--- src/rtl/lsu_axi4lite_bridge_pkg.sv ---
// Purpose: shared types and constants for the LSU to AXI4-Lite bridge.
// Latency: n/a (definitions only).
// Backpressure: n/a.
package lsu_axi4lite_bridge_pkg;

    // Request tag width, shared with the LSU
    localparam int TAG_W = 11;

    // AXI response codes
    localparam logic [1:0] AXI_RESP_OKAY   = 2'b00;
    localparam logic [1:0] AXI_RESP_SLVERR = 2'b10;
    localparam logic [1:0] AXI_RESP_DECERR = 2'b11;

    // Bridge sequencing states
    typedef enum logic [2:0] {
        ST_IDLE     = 3'd0,
        ST_WR_REQ   = 3'd1,
        ST_WR_RESP  = 3'd2,
        ST_RD_ADDR  = 3'd3,
        ST_RD_DATA  = 3'd4,
        ST_CMO_ACK  = 3'd5,
        ST_DRAIN    = 3'd6
    } bridge_state_t;

endpackage

--- src/rtl/lsu_axi4lite_bridge_watchdog.sv ---
// Purpose: bus timeout counter; flags expiry when an outstanding access has waited too long.
// Latency: expire_o is combinational from the count, asserted while count == TIMEOUT_CYCLES-1.
// Backpressure: none; counts only while en_i is high, TIMEOUT_CYCLES == 0 never expires.
module lsu_bus_watchdog #(
    parameter int TIMEOUT_CYCLES = 1024,
    parameter int TIMEOUT_W      = 11
) (
    input  logic clk_i,
    input  logic rst_i,
    input  logic clr_i,
    input  logic en_i,
    output logic expire_o
);

    localparam logic [TIMEOUT_W-1:0] LAST_CNT =
        (TIMEOUT_CYCLES == 0) ? '0 : TIMEOUT_W'(TIMEOUT_CYCLES - 1);

    logic [TIMEOUT_W-1:0] cnt_q;

    // Count cycles of an outstanding access; clearing wins over counting
    always_ff @(posedge clk_i or posedge rst_i) begin
        if (rst_i) begin
            cnt_q <= '0;
        end else if (clr_i) begin
            cnt_q <= '0;
        end else if (en_i) begin
            cnt_q <= cnt_q + 1'b1;
        end
    end

    assign expire_o = (TIMEOUT_CYCLES != 0) && en_i && (cnt_q == LAST_CNT);

endmodule

--- src/rtl/lsu_axi4lite_bridge.sv ---
// Purpose: converts the LSU single-outstanding request port into an AXI4-Lite master with a timeout.
// Latency: AXI valids one cycle after accept; ack one cycle after the R/B handshake (3 cycles min per request).
// Backpressure: accept only in IDLE; AXI valids held until handshake, even across a timeout (DRAIN).
module lsu_axi4lite_bridge
    import lsu_axi4lite_bridge_pkg::*;
#(
    parameter int TIMEOUT_CYCLES = 1024,
    parameter int TIMEOUT_W      = 11
) (
    input  logic             clk_i,
    input  logic             rst_i,

    input  logic [31:0]      mem_addr_i,
    input  logic [31:0]      mem_data_wr_i,
    input  logic             mem_rd_i,
    input  logic [3:0]       mem_wr_i,
    input  logic             mem_cacheable_i,
    input  logic [TAG_W-1:0] mem_req_tag_i,
    input  logic             mem_invalidate_i,
    input  logic             mem_writeback_i,
    input  logic             mem_flush_i,
    output logic             mem_accept_o,
    output logic             mem_ack_o,
    output logic             mem_error_o,
    output logic [31:0]      mem_data_rd_o,
    output logic [TAG_W-1:0] mem_resp_tag_o,
    output logic             mem_load_fault_o,
    output logic             mem_store_fault_o,

    output logic             axi_awvalid_o,
    output logic [31:0]      axi_awaddr_o,
    output logic [2:0]       axi_awprot_o,
    input  logic             axi_awready_i,
    output logic             axi_wvalid_o,
    output logic [31:0]      axi_wdata_o,
    output logic [3:0]       axi_wstrb_o,
    input  logic             axi_wready_i,
    input  logic             axi_bvalid_i,
    input  logic [1:0]       axi_bresp_i,
    output logic             axi_bready_o,
    output logic             axi_arvalid_o,
    output logic [31:0]      axi_araddr_o,
    output logic [2:0]       axi_arprot_o,
    input  logic             axi_arready_i,
    input  logic             axi_rvalid_i,
    input  logic [31:0]      axi_rdata_i,
    input  logic [1:0]       axi_rresp_i,
    output logic             axi_rready_o
);

    bridge_state_t    state_q, state_d;

    // Captured request
    logic [31:0]      addr_q;
    logic [31:0]      wdata_q;
    logic [3:0]       wstrb_q;
    logic [TAG_W-1:0] tag_q;
    logic             is_wr_q;

    // Per-channel handshake completion for the current access
    logic             aw_done_q, w_done_q, ar_done_q;

    // Registered response
    logic             ack_q, err_q;
    logic [31:0]      rdata_q;
    logic [TAG_W-1:0] resp_tag_q;

    logic             req_wr, req_rd, req_cmo, take;
    logic             aw_hs, w_hs, ar_hs, b_hs, r_hs;
    logic             wd_en, wd_expire, resp_done, timeout;
    logic             ack_set, ack_err;
    logic [31:0]      ack_data;
    logic             wr_phase, rd_phase;
    logic             unused_ok;

    assign req_wr  = |mem_wr_i;
    assign req_rd  = mem_rd_i;
    assign req_cmo = mem_invalidate_i | mem_writeback_i | mem_flush_i;
    assign take    = mem_accept_o & (req_wr | req_rd | req_cmo);

    assign aw_hs = axi_awvalid_o & axi_awready_i;
    assign w_hs  = axi_wvalid_o  & axi_wready_i;
    assign ar_hs = axi_arvalid_o & axi_arready_i;
    assign b_hs  = axi_bvalid_i  & axi_bready_o;
    assign r_hs  = axi_rvalid_i  & axi_rready_o;

    assign wd_en = (state_q == ST_WR_REQ)  || (state_q == ST_WR_RESP) ||
                   (state_q == ST_RD_ADDR) || (state_q == ST_RD_DATA);

    lsu_bus_watchdog #(
        .TIMEOUT_CYCLES (TIMEOUT_CYCLES),
        .TIMEOUT_W      (TIMEOUT_W)
    ) u_watchdog (
        .clk_i    (clk_i),
        .rst_i    (rst_i),
        .clr_i    (mem_accept_o),
        .en_i     (wd_en),
        .expire_o (wd_expire)
    );

    // A response arriving in the expiry cycle takes precedence over the timeout
    assign resp_done = ((state_q == ST_WR_RESP) && b_hs) || ((state_q == ST_RD_DATA) && r_hs);
    assign timeout   = wd_expire & ~resp_done;

    // State register
    always_ff @(posedge clk_i or posedge rst_i) begin
        if (rst_i) begin
            state_q <= ST_IDLE;
        end else begin
            state_q <= state_d;
        end
    end

    // Next-state selection; write beats read beats CMO when several are presented
    always_comb begin
        state_d = state_q;
        unique case (state_q)
            ST_IDLE: begin
                if (take) begin
                    if (req_wr)      state_d = ST_WR_REQ;
                    else if (req_rd) state_d = ST_RD_ADDR;
                    else             state_d = ST_CMO_ACK;
                end
            end
            ST_WR_REQ: begin
                if (timeout)                                          state_d = ST_DRAIN;
                else if ((aw_done_q | aw_hs) && (w_done_q | w_hs))    state_d = ST_WR_RESP;
            end
            ST_WR_RESP: begin
                if (b_hs)         state_d = ST_IDLE;
                else if (timeout) state_d = ST_DRAIN;
            end
            ST_RD_ADDR: begin
                if (timeout)    state_d = ST_DRAIN;
                else if (ar_hs) state_d = ST_RD_DATA;
            end
            ST_RD_DATA: begin
                if (r_hs)         state_d = ST_IDLE;
                else if (timeout) state_d = ST_DRAIN;
            end
            ST_CMO_ACK: state_d = ST_IDLE;
            ST_DRAIN: begin
                if (is_wr_q ? b_hs : r_hs) state_d = ST_IDLE;
            end
            default: state_d = ST_IDLE;
        endcase
    end

    // AXI channel controls, accept, and the response about to be registered
    always_comb begin
        wr_phase      = (state_q == ST_WR_REQ) || ((state_q == ST_DRAIN) && is_wr_q);
        rd_phase      = (state_q == ST_RD_ADDR) || ((state_q == ST_DRAIN) && !is_wr_q);
        mem_accept_o  = (state_q == ST_IDLE);
        axi_awvalid_o = wr_phase & ~aw_done_q;
        axi_wvalid_o  = wr_phase & ~w_done_q;
        axi_bready_o  = (state_q == ST_WR_RESP) || ((state_q == ST_DRAIN) && is_wr_q);
        axi_arvalid_o = rd_phase & ~ar_done_q;
        axi_rready_o  = (state_q == ST_RD_DATA) || ((state_q == ST_DRAIN) && !is_wr_q);

        ack_set  = resp_done || (state_q == ST_CMO_ACK) || timeout;
        ack_err  = 1'b0;
        ack_data = 32'h0;
        if (timeout) begin
            ack_err = 1'b1;
        end else if ((state_q == ST_RD_DATA) && r_hs) begin
            ack_err  = (axi_rresp_i != AXI_RESP_OKAY);
            ack_data = ack_err ? 32'h0 : axi_rdata_i;
        end else if ((state_q == ST_WR_RESP) && b_hs) begin
            ack_err = (axi_bresp_i != AXI_RESP_OKAY);
        end
    end

    // Request capture and per-channel handshake tracking
    always_ff @(posedge clk_i or posedge rst_i) begin
        if (rst_i) begin
            addr_q    <= 32'h0;
            wdata_q   <= 32'h0;
            wstrb_q   <= 4'h0;
            tag_q     <= '0;
            is_wr_q   <= 1'b0;
            aw_done_q <= 1'b0;
            w_done_q  <= 1'b0;
            ar_done_q <= 1'b0;
        end else if (take) begin
            // Low address bits are zero for legal word-aligned requests; forced so
            // the bus never sees a misaligned word address
            addr_q    <= {mem_addr_i[31:2], 2'b00};
            wdata_q   <= mem_data_wr_i;
            wstrb_q   <= mem_wr_i;
            tag_q     <= mem_req_tag_i;
            is_wr_q   <= req_wr;
            aw_done_q <= 1'b0;
            w_done_q  <= 1'b0;
            ar_done_q <= 1'b0;
        end else begin
            if (aw_hs) aw_done_q <= 1'b1;
            if (w_hs)  w_done_q  <= 1'b1;
            if (ar_hs) ar_done_q <= 1'b1;
        end
    end

    // Registered one-cycle ack; read data holds between acks
    always_ff @(posedge clk_i or posedge rst_i) begin
        if (rst_i) begin
            ack_q      <= 1'b0;
            err_q      <= 1'b0;
            rdata_q    <= 32'h0;
            resp_tag_q <= '0;
        end else begin
            ack_q <= ack_set;
            err_q <= ack_set & ack_err;
            if (ack_set) begin
                rdata_q    <= ack_data;
                resp_tag_q <= tag_q;
            end
        end
    end

    assign mem_ack_o         = ack_q;
    assign mem_error_o       = err_q;
    assign mem_data_rd_o     = rdata_q;
    assign mem_resp_tag_o    = resp_tag_q;
    assign mem_load_fault_o  = 1'b0;
    assign mem_store_fault_o = 1'b0;

    assign axi_awaddr_o = addr_q;
    assign axi_araddr_o = addr_q;
    assign axi_wdata_o  = wdata_q;
    assign axi_wstrb_o  = wstrb_q;
    assign axi_awprot_o = 3'b000;
    assign axi_arprot_o = 3'b000;

    // Cacheability is meaningless on this uncached path
    assign unused_ok = ^{mem_cacheable_i, mem_addr_i[1:0]};

    // The LSU never presents more than one request class at once
    a_single_req_class: assert property (@(posedge clk_i) disable iff (rst_i)
        take |-> $onehot({req_wr, req_rd, req_cmo}));

endmodule
--- config.mk ---
export PLATFORM = sky130hd
export DESIGN_NAME = lsu_axi4lite_bridge
export DESIGN_NICKNAME = d
export VERILOG_FILES = /design/src/rtl/lsu_axi4lite_bridge_pkg.sv /design/src/rtl/lsu_axi4lite_bridge_watchdog.sv /design/src/rtl/lsu_axi4lite_bridge.sv
export SDC_FILE = /design/constraint.sdc
export NUM_CORES = 1
export LEC_CHECK = 0
export ABC_CLOCK_PERIOD_IN_PS = 7800
export CORE_MARGIN = 2
export CORE_UTILIZATION = 44
export CTS_CLUSTER_DIAMETER = 50
export DETAILED_ROUTE_END_ITERATION = 10
export HOLD_SLACK_MARGIN = 0.1
export PLACE_DENSITY_LB_ADDON = 0.25
export REMOVE_ABC_BUFFERS = 1
export SYNTH_ARGS = -nofsm -noshare
export SYNTH_HDL_FRONTEND = slang
export SYNTH_SLANG_ARGS = --single-unit
export TNS_END_PERCENT = 1
--- constraint.sdc ---
create_clock -name clk_i -period 7.8 [get_ports clk_i]
set_clock_uncertainty 0.1 [all_clocks]
set_input_delay 1.56 -clock clk_i [delete_from_list [all_inputs] [get_ports clk_i]]
set_output_delay 1.56 -clock clk_i [all_outputs]
set_load 0.03 [all_outputs]
==> results of run 1 <==
[flip-flops by register name, indices dropped and copies added (netlist names)]
name              cells
axi_araddr_o         30
axi_wdata_o          32
mem_error_o           1
mem_data_rd_o        32
mem_resp_tag_o       11
mem_ack_o             1
aw_done_q             1
w_done_q              1
axi_wstrb_o           4
is_wr_q               1
tag_q                11
u_watchdog.cnt_q     11
ar_done_q             1
state_q               3
[cells in the mapped netlist, types with 2 or more instances]
master	n
a21oi_1	12
a22o_1	32
a31oi_1	2
and3_1	3
and4_1	2
buf_2	15
buf_4	43
clkbuf_1	5
dfrtp_1	140
inv_1	8
mux2_1	7
mux2_2	81
mux2i_1	3
nand2_1	11
nand2b_1	3
nand3_1	5
nand4_1	4
nor2_1	17
nor3_1	4
nor4_1	3
o21ai_0	10
o21ai_1	2
or3_1	5
or4_1	2
xor2_1	4
[cells by family after synthesis]
| kind of cell | Yosys count | synth area share |
|---|---|---|
| simple gates | 66 | 0.0597 |
| xor+xnor | 5 | 0.00743 |
| flops | 140 | 0.595 |
| buf+inv | 72 | 0.0777 |
| compound gates | 66 | 0.0845 |
| mux | 91 | 0.173 |
| other cells | 1 | 0.000636 |
| fa+ha+maj | 1 | 0.00212 |
[cell usage in the layout, fill, tap and decap left out, types with 3 or more instances in the layout]
cell / Yosys / layout
a22o_1: 32 / 32
a21oi_1: 12 / 12
clkinvlp_4: 0 / 4
nand2b_1: 3 / 3
dfrtp_1: 140 / 140
nand2_1: 11 / 11
nand3_1: 5 / 5
clkdlybuf4s50_1: 0 / 270
clkbuf_16: 0 / 17
inv_1: 8 / 7
or3_1: 5 / 5
mux2_1: 7 / 7
o21ai_0: 10 / 10
and3_1: 3 / 3
xor2_1: 4 / 4
buf_4: 43 / 4
nor3_1: 4 / 4
conb_1: 1 / 12
clkinv_2: 0 / 4
nand4_1: 4 / 4
mux2i_1: 3 / 3
mux2_2: 81 / 81
nor2_1: 17 / 16
[worst paths after layout]
| path | start | endpoint | cells after the start |
|---|---|---|---|
| worst max register to register | state_q[2] | axi_wstrb_o[2] | 4 |
| worst min-delay path | tag_q[3] | mem_resp_tag_o[3] | 1 |
| worst max-delay path | state_q[2] | mem_accept_o | 3 |
| worst min register to register | tag_q[3] | mem_resp_tag_o[3] | 1 |
| min in group asynchronous | rst_i | mem_data_rd_o[6] | 2 |
| max in group asynchronous | rst_i | mem_resp_tag_o[3] | 3 |
[per-layer routing]
layer / wire, um / GRT usage
met4: 310 / 0.0794
met2: 7670 / 0.368
met5: 0 / 0
met3: 1580 / 0.0979
met1: 5700 / 0.247
[cell type report]
| class | instances | area share |
|---|---|---|
| clock buffers | 21 | 0.0508 |
| clock inverters | 11 | 0.0131 |
| inverters | 8 | 0.00387 |
| multi-input cells | 241 | 0.219 |
| flip-flops and latches | 140 | 0.387 |
| well taps | 176 | 0.0243 |
| repair buffers | 274 | 0.302 |
[power by group through the flow]
| stage | clock network (mW) | registers, mW | logic, mW |
|---|---|---|---|
| finish | 0.783 | 1.22 | 2.12 |
| global route | 0.830 | 1.26 | 2.24 |
| CTS | 0.797 | 1.22 | 2.14 |
| detailed placement | 0 | 1.23 | 2.12 |
| global placement | 0 | 1.21 | 2.10 |
| floorplan | 0 | 1.82 | 0.654 |
[critical path: cells and delay by family, from the launching register on]
kind                   cells  cell delay, ns
buffers and inverters      2            1.12
DFF                        1            0.60
and+or+nand+nor            1            0.54
==> flow_summary.json, run 1 <==
{
  "crit_fanout": 18,
  "synth.distinct_cells": 44,
  "fin_crit_ns": 4.33,
  "total_power_mw": 4.12,
  "root_buffer": "clkbuf_16",
  "drc": 0,
  "antenna_found_initial": 0,
  "worst-setup-path-type": "flip-flop to output pin",
  "synth.ff_latch_count": 140,
  "track_usage": 0.219,
  "start_util": 0.448,
  "fin_nets": 810,
  "syn_area_per_cell_um2": 13.3,
  "post_dp_cell_area_um2": 8480,
  "grt_overflow_total": 0,
  "rows": 42,
  "ant_nets": 0,
  "synth_top_area_frac": 0.595,
  "clk_latency_ns": 0.41,
  "setup_viol": 0,
  "core_area_um2": 13100,
  "wl_per_cell_um": 17.5,
  "ys.flop_type": "dfrtp_1",
  "hold_buffers": 0,
  "antennaDiodeCount": 0,
  "synth.area.top_cells": "dfrtp_1 (59%), mux2_2 (15%), buf_4 (5.5%), a22o_1 (4.8%), mux2_1 (1.3%)",
  "post-synth-top-area-cell": "dfrtp_1",
  "async_flop_share": 1.00,
  "area_delta_synth_final_pct": 53.7,
  "setup_ws_ns": 3.47,
  "cp.required_ns": 6.14,
  "worst_pin_slew_ns": 0.768,
  "fp.dieW_um": 120,
  "fin_crit_sh": 0.555,
  "whs_ns": 0.387,
  "fill_cells": 978,
  "ir_drop_mv": 0.386,
  "cp_slowest_cell": "clkdlybuf4s50_1",
  "p_switching_mw": 1.65,
  "cellPowerDensity_nw_per_um2": 455,
  "finalNonFillerCells": 871,
  "synth_seq_area_share": 0.595,
  "leakagePower_nw": 3.81,
  "h-tree-depth": 4,
  "drt_iter0_drc": 193,
  "die_area_um2": 14300,
  "clkTransAtPathRegs_ns": 0.06,
  "cts_resized": 0,
  "rsz0062_at_grt": "false",
  "switching_share": 0.402,
  "power_frac_clock": 0.190,
  "dp.cells": 839,
  "synthCells": 442,
  "gp_congestion": 0.872,
  "slowest_delay_ns": 0.76,
  "multi_input_area_um2": 1990,
  "portBuffers": 270,
  "slew_headroom": 0.487,
  "ff_latch_area_um2": 3500,
  "cts_tree": "built",
  "netlist_area_um2": 5890,
  "drive_above_1_share": 0.177,
  "r2r_slack_ns": 4.64,
  "grt_max_degree": 80,
  "maxCapViolCount": 0,
  "p_seq_frac": 0.296,
  "fin_util": 0.689,
  "cts_max_path_buffers": 2,
  "post-place-ws_ns": 3.44,
  "startpoint_type": "flip-flop",
  "viasPerCell": 5.09,
  "p_int_mw": 2.47,
  "arrival_ns": 2.67,
  "cts_buffers": 17,
  "tns_ns": 0,
  "die_h_um": 120,
  "ios": 286,
  "hp-class": "flip-flop to flip-flop",
  "dp_hpwl_mm": 11.0,
  "drv_slew": 0,
  "vias": 4431,
  "finalWirelength_mm": 15.3,
  "dr.pass1.iters": 4,
  "status": "completed",
  "crit_chain": "or3_1 -> inv_1 -> clkdlybuf4s50_1",
  "comb_power_share": 0.514,
  "yosysWarnings": 0,
  "clkSinkCount": 140,
  "hold_viol": 0,
  "end_kind": "output pin",
  "grt_pass1_wl_mm": 24.3,
  "grt_pass1_vias": 4648,
  "clock.fmax_ghz": 0.231,
  "post_cts_buffers": 0,
  "synth-edff-count": 0,
  "stdcell_area_um2": 9060
}
Power figures use the tool's default switching activity.
==> inputs of run 2 (changes only) <==
--- a/config.mk
+++ b/config.mk
@@ -5,9 +5,9 @@
 export SDC_FILE = /design/constraint.sdc
 export NUM_CORES = 1
 export LEC_CHECK = 0
-export ABC_CLOCK_PERIOD_IN_PS = 7800
+export ABC_CLOCK_PERIOD_IN_PS = 3800
 export CORE_MARGIN = 2
-export CORE_UTILIZATION = 44
+export CORE_UTILIZATION = 37
 export CTS_CLUSTER_DIAMETER = 50
 export DETAILED_ROUTE_END_ITERATION = 10
 export HOLD_SLACK_MARGIN = 0.1
==> constraint.sdc (replaced) <==
create_clock -name clk_i -period 3.8 [get_ports clk_i]
set_clock_uncertainty 0.1 [all_clocks]
set_input_delay 0.76 -clock clk_i [delete_from_list [all_inputs] [get_ports clk_i]]
set_output_delay 0.76 -clock clk_i [all_outputs]
set_load 0.03 [all_outputs]
==> run 2 against run 1 <==
Core utilization down 11 points. Die area up 18%. Setup slack worse by 2.9 ns. Critical path type unchanged. Via count down 1.1%. Combinational power up 110%.
==> flow_summary.json, run 2 (same netlist as run 1, synthesis figures left out) <==
{
  "status": "completed",
  "drc": 0,
  "min-delay-start": "tag_q[5]",
  "hold_buffers": 0,
  "rows": 46,
  "gp_congestion": 0.801,
  "clk_latency_ns": 0.41,
  "end_kind": "output pin",
  "drv_slew": 0,
  "tns_ns": 0,
  "fin_nets": 813,
  "portBuffers": 270,
  "hold_viol": 0,
  "rsz0062_at_grt": "false",
  "ios": 286,
  "cts_max_path_buffers": 2,
  "cellPowerDensity_nw_per_um2": 933,
  "drt_iter0_drc": 180,
  "root_buffer": "clkbuf_16",
  "wl_per_cell_um": 17.4,
  "fp.dieW_um": 130,
  "fin_util": 0.583,
  "core_area_um2": 15700,
  "slew_headroom": 0.460,
  "setup_viol": 0,
  "hp-class": "flip-flop to flip-flop",
  "post_cts_buffers": 0,
  "final_cell_mix": "clkdlybuf4s50_1 (270), dfrtp_1 (140), mux2_2 (81), a22o_1 (32), clkbuf_16 (17)",
  "fin_crit_ns": 3.26,
  "maxCapViolCount": 0,
  "dr.pass1.iters": 4,
  "clkTransAtPathRegs_ns": 0.06,
  "cp_slowest_cell": "clkdlybuf4s50_1",
  "cts_tree": "built",
  "drive_above_1_share": 0.180,
  "die_h_um": 130,
  "r2r_slack_ns": 0.95,
  "start_util": 0.375,
  "vias": 4381,
  "die_area_um2": 16900,
  "grt_pass1_wl_mm": 23.7,
  "arrival_ns": 2.40,
  "worst_pin_slew_ns": 0.808,
  "finalWirelength_mm": 15.9,
  "grt_pass1_vias": 4604,
  "clkSinkCount": 140,
  "cp.required_ns": 2.94,
  "ant_nets": 0,
  "finalNonFillerCells": 913,
  "mostFrequentLayoutCell": "clkdlybuf4s50_1",
  "leakagePower_nw": 3.84,
  "startpoint_type": "flip-flop",
  "track_usage": 0.184,
  "crit_path_start": "state_q[1]",
  "grt_overflow_total": 0,
  "h-tree-depth": 4,
  "slowest_delay_ns": 0.69,
  "fill_cells": 1246,
  "critPathMostFrequentCell": "nor2_1",
  "viasPerCell": 4.80,
  "cts_buffers": 17,
  "fin_crit_sh": 0.857,
  "grt_max_degree": 64,
  "ir_drop_mv": 0.590,
  "total_power_mw": 8.55,
  "dp.cells": 882,
  "cts_resized": 0,
  "r2r-start": "state_q[2]",
  "dp_hpwl_mm": 11.5,
  "clock.fmax_ghz": 0.307,
  "worst-setup-path-type": "flip-flop to output pin",
  "area_delta_synth_final_pct": 55.6,
  "antenna_found_initial": 1,
  "crit_chain": "inv_1 -> nor2_1 -> a31oi_1 -> nor2_1 -> clkdlybuf4s50_1",
  "crit_fanout": 12
}
## run 2: final timing paths
kind / end / depth (start not counted)
worst max-delay path: axi_awvalid_o / 5
worst min-delay path: mem_resp_tag_o[5] / 1
worst max register to register: axi_araddr_o[2] / 4
worst min register to register: mem_resp_tag_o[5] / 1
max in group asynchronous: mem_data_rd_o[9] / 3
min in group asynchronous: mem_data_rd_o[10] / 2
## run 2: final cells by class
cell class                 count  area (um2)  area share
sequential                   140        3500       0.382
timing repair buffer         277        2780       0.303
multi-input combinational    241        1990       0.217
clock buffer                  19         443      0.0483
tap                          216         270      0.0295
clock inverter                11         145      0.0158
inverter                       8        35.0     0.00382
antenna                        1        2.50    0.000273
## run 2: per-layer routing
metal / vias to the layer above / global-route usage / wire length, um
met5: - / 0 / 0
met1: 2156 / 0.209 / 6050
met2: 199 / 0.309 / 7850
met4: 0 / 0.0670 / 255
met3: 17 / 0.0820 / 1700
li1: 2009 / - / -
## run 2: report_power, final
part | internal [mW] | total [mW] | switching (mW)
combinational | 2.00 | 4.38 | 2.38
sequential | 2.09 | 2.51 | 0.415
clock | 1.04 | 1.66 | 0.617
total | 5.14 | 8.55 | 3.41
## run 2: worst max-delay path: cells and delay by family, from the launching register on
kind / cells / cell delay [ns]
buffers and inverters: 2 / 0.91
AND/OR/NAND/NOR: 2 / 0.39
AO/OA/AOI/OAI: 1 / 0.15
flip-flops: 1 / 0.54
## run 2: metrics by stage
stage | setup WS, ns | instance area [um2] | hold WS (ns)
6_report | 0.542 | 9170 | 0.384
5_1_grt | 0.393 | 9170 | 0.402
4_1_cts | 0.555 | 9160 | 0.390
3_5_place_dp | 0.532 | 8570 | 0.377
3_3_place_gp | 0.606 | 8570 | 0.365
2_1_floorplan | -1.26 | 5510 | 0.354
==> inputs of run 3 (changes only) <==
--- a/config.mk
+++ b/config.mk
@@ -6,9 +6,8 @@
 export NUM_CORES = 1
 export LEC_CHECK = 0
 export ABC_CLOCK_PERIOD_IN_PS = 3800
-export CORE_MARGIN = 2
 export CORE_UTILIZATION = 37
-export CTS_CLUSTER_DIAMETER = 50
+export CTS_CLUSTER_DIAMETER = 200
 export DETAILED_ROUTE_END_ITERATION = 10
 export HOLD_SLACK_MARGIN = 0.1
 export PLACE_DENSITY_LB_ADDON = 0.25
==> run 3 against run 2 <==
First-iteration DRC count down 5.0%. Clock-buffer cell count is 4 higher. Sequential share of layout area up 0.15 points. Critical path type unchanged. Largest power group unchanged. Highest routed layer unchanged.
==> flow_summary.json, run 3 (same netlist as run 1, synthesis figures left out) <==
{
  "status": "completed",
  "track_usage": 0.197,
  "cts_max_path_buffers": 2,
  "slowest_delay_ns": 0.70,
  "mostFrequentLayoutCell": "clkdlybuf4s50_1",
  "r2r_slack_ns": 1.09,
  "ant_nets": 0,
  "use_met2": 0.337,
  "final_cell_mix": "clkdlybuf4s50_1 (270), dfrtp_1 (140), mux2_2 (81), a22o_1 (32), clkbuf_16 (17)",
  "drc": 0,
  "maxCapViolCount": 0,
  "fin_util": 0.594,
  "viasPerCell": 4.86,
  "crit_path_start": "state_q[1]",
  "portBuffers": 270,
  "drive_above_1_share": 0.181,
  "leakagePower_nw": 3.83,
  "grt_overflow_total": 0,
  "fin_nets": 813,
  "cp.required_ns": 2.94,
  "start_util": 0.383,
  "comb_power_share": 0.515,
  "grt_max_degree": 78,
  "hold_viol": 0,
  "p_int_mw": 5.06,
  "dr.pass1.iters": 4,
  "grt_busiest_layer": "met2",
  "die_area_um2": 16400,
  "die_h_um": 128,
  "grt_use_met1": 0.225,
  "crit_chain": "inv_1 -> nor2_1 -> a31oi_1 -> nor2_1 -> clkdlybuf4s50_1",
  "min-delay-start": "tag_q[0]",
  "power_frac_clock": 0.188,
  "p_switching_mw": 3.43,
  "post-place-ws_ns": 0.673,
  "antenna_found_initial": 0,
  "holdPathEnd": "mem_resp_tag_o[0]",
  "whs_ns": 0.382,
  "r2r_end": "axi_wstrb_o[2]",
  "clock.fmax_ghz": 0.306,
  "root_buffer": "clkbuf_16",
  "clk_latency_ns": 0.41,
  "startpoint_type": "flip-flop",
  "p_seq_frac": 0.297,
  "rows": 45,
  "worst-setup-path-type": "flip-flop to output pin",
  "ir_drop_mv": 0.626,
  "fill_cells": 1247,
  "slew_headroom": 0.468,
  "whs_path_depth": 1,
  "switching_share": 0.404,
  "path_delay_family": "buffers and inverters",
  "post_cts_buffers": 0,
  "grt_pass1_wl_mm": 24.5,
  "cp_num_buf_inv": 2,
  "cts_tree": "built",
  "cts_resized": 0,
  "reg2reg_depth": 4,
  "arrival_ns": 2.40,
  "worst_pin_slew_ns": 0.796,
  "drv_slew": 0,
  "critPathMostFrequentCell": "nor2_1",
  "h-tree-depth": 4,
  "setup_ws_ns": 0.536,
  "cellPowerDensity_nw_per_um2": 930,
  "grt_pass1_vias": 4601,
  "antennaDiodeCount": 0,
  "vias": 4417,
  "ios": 286,
  "setup_viol": 0,
  "area_delta_synth_final_pct": 55.0,
  "gp_congestion": 0.841,
  "core_area_um2": 15400,
  "hold_buffers": 0,
  "r2r-start": "state_q[2]",
  "tns_ns": 0,
  "rsz0062_at_grt": "false",
  "clkTransAtPathRegs_ns": 0.06,
  "crit_fanout": 12,
  "drt_iter0_drc": 171,
  "fp.dieW_um": 128,
  "end_kind": "output pin",
  "cts_buffers": 17,
  "hp-class": "flip-flop to flip-flop",
  "cp_slowest_cell": "clkdlybuf4s50_1",
  "fin_crit_ns": 3.26,
  "dp_hpwl_mm": 11.1,
  "grtUsageMet3": 0.0751,
  "fin_crit_sh": 0.859,
  "clkSinkCount": 140,
  "wl_per_cell_um": 17.2,
  "finalWirelength_mm": 15.6
}
[run 3: how the worst max path moves through the flow]
stage / depth (start not counted) / endpoint
floorplan: 3 / axi_araddr_o[10]
global placement: 6 / axi_wstrb_o[0]
detailed placement: 6 / axi_wdata_o[16]
CTS: 5 / axi_wvalid_o
global route: 5 / axi_wvalid_o
finish: 5 / axi_wvalid_o
[run 3: layer usage]
metal	share of wire	wire length [um]	up-vias
met5	0	0	-
met3	0.092	1440	22
met2	0.50	7880	209
met1	0.39	6050	2177
li1	-	-	2009
met4	0.016	248	0
[run 3: power groups by stage]
stage | Combinational (mW) | Clock (mW) | Sequential (mW)
floorplan | 1.34 | 0 | 3.73
global placement | 4.36 | 0 | 2.50
detailed placement | 4.40 | 0 | 2.53
CTS | 4.42 | 1.64 | 2.53
global route | 4.60 | 1.72 | 2.61
finish | 4.37 | 1.60 | 2.52
[run 3: final cells by class]
cell class / count / area (um2) / share of cell area
Timing Repair Buffer: 277 / 2770 / 0.303
Inverter: 8 / 35.0 / 0.00384
Clock inverter: 9 / 86.3 / 0.00946
Clock buffer: 23 / 488 / 0.0534
Multi-Input combinational cell: 241 / 1990 / 0.217
Sequential cell: 140 / 3500 / 0.384
Tap cell: 211 / 264 / 0.0289
[run 3: worst register-to-register path, stage by stage (launching register included)]
cell	delay, ns
dfrtp_1	0.59
or3_1	0.54
nor2_4	0.56
buf_12	0.41
mux2_2	0.40
[run 3: metrics by stage]
stage | instance area, um2 | std cells | power, mW
2_1_floorplan | 5510 | 389 | 5.08
3_3_place_gp | 8560 | 877 | 6.85
3_5_place_dp | 8560 | 877 | 6.93
4_1_cts | 9130 | 909 | 8.59
5_1_grt | 9130 | 909 | 8.92
6_report | 9130 | 909 | 8.49
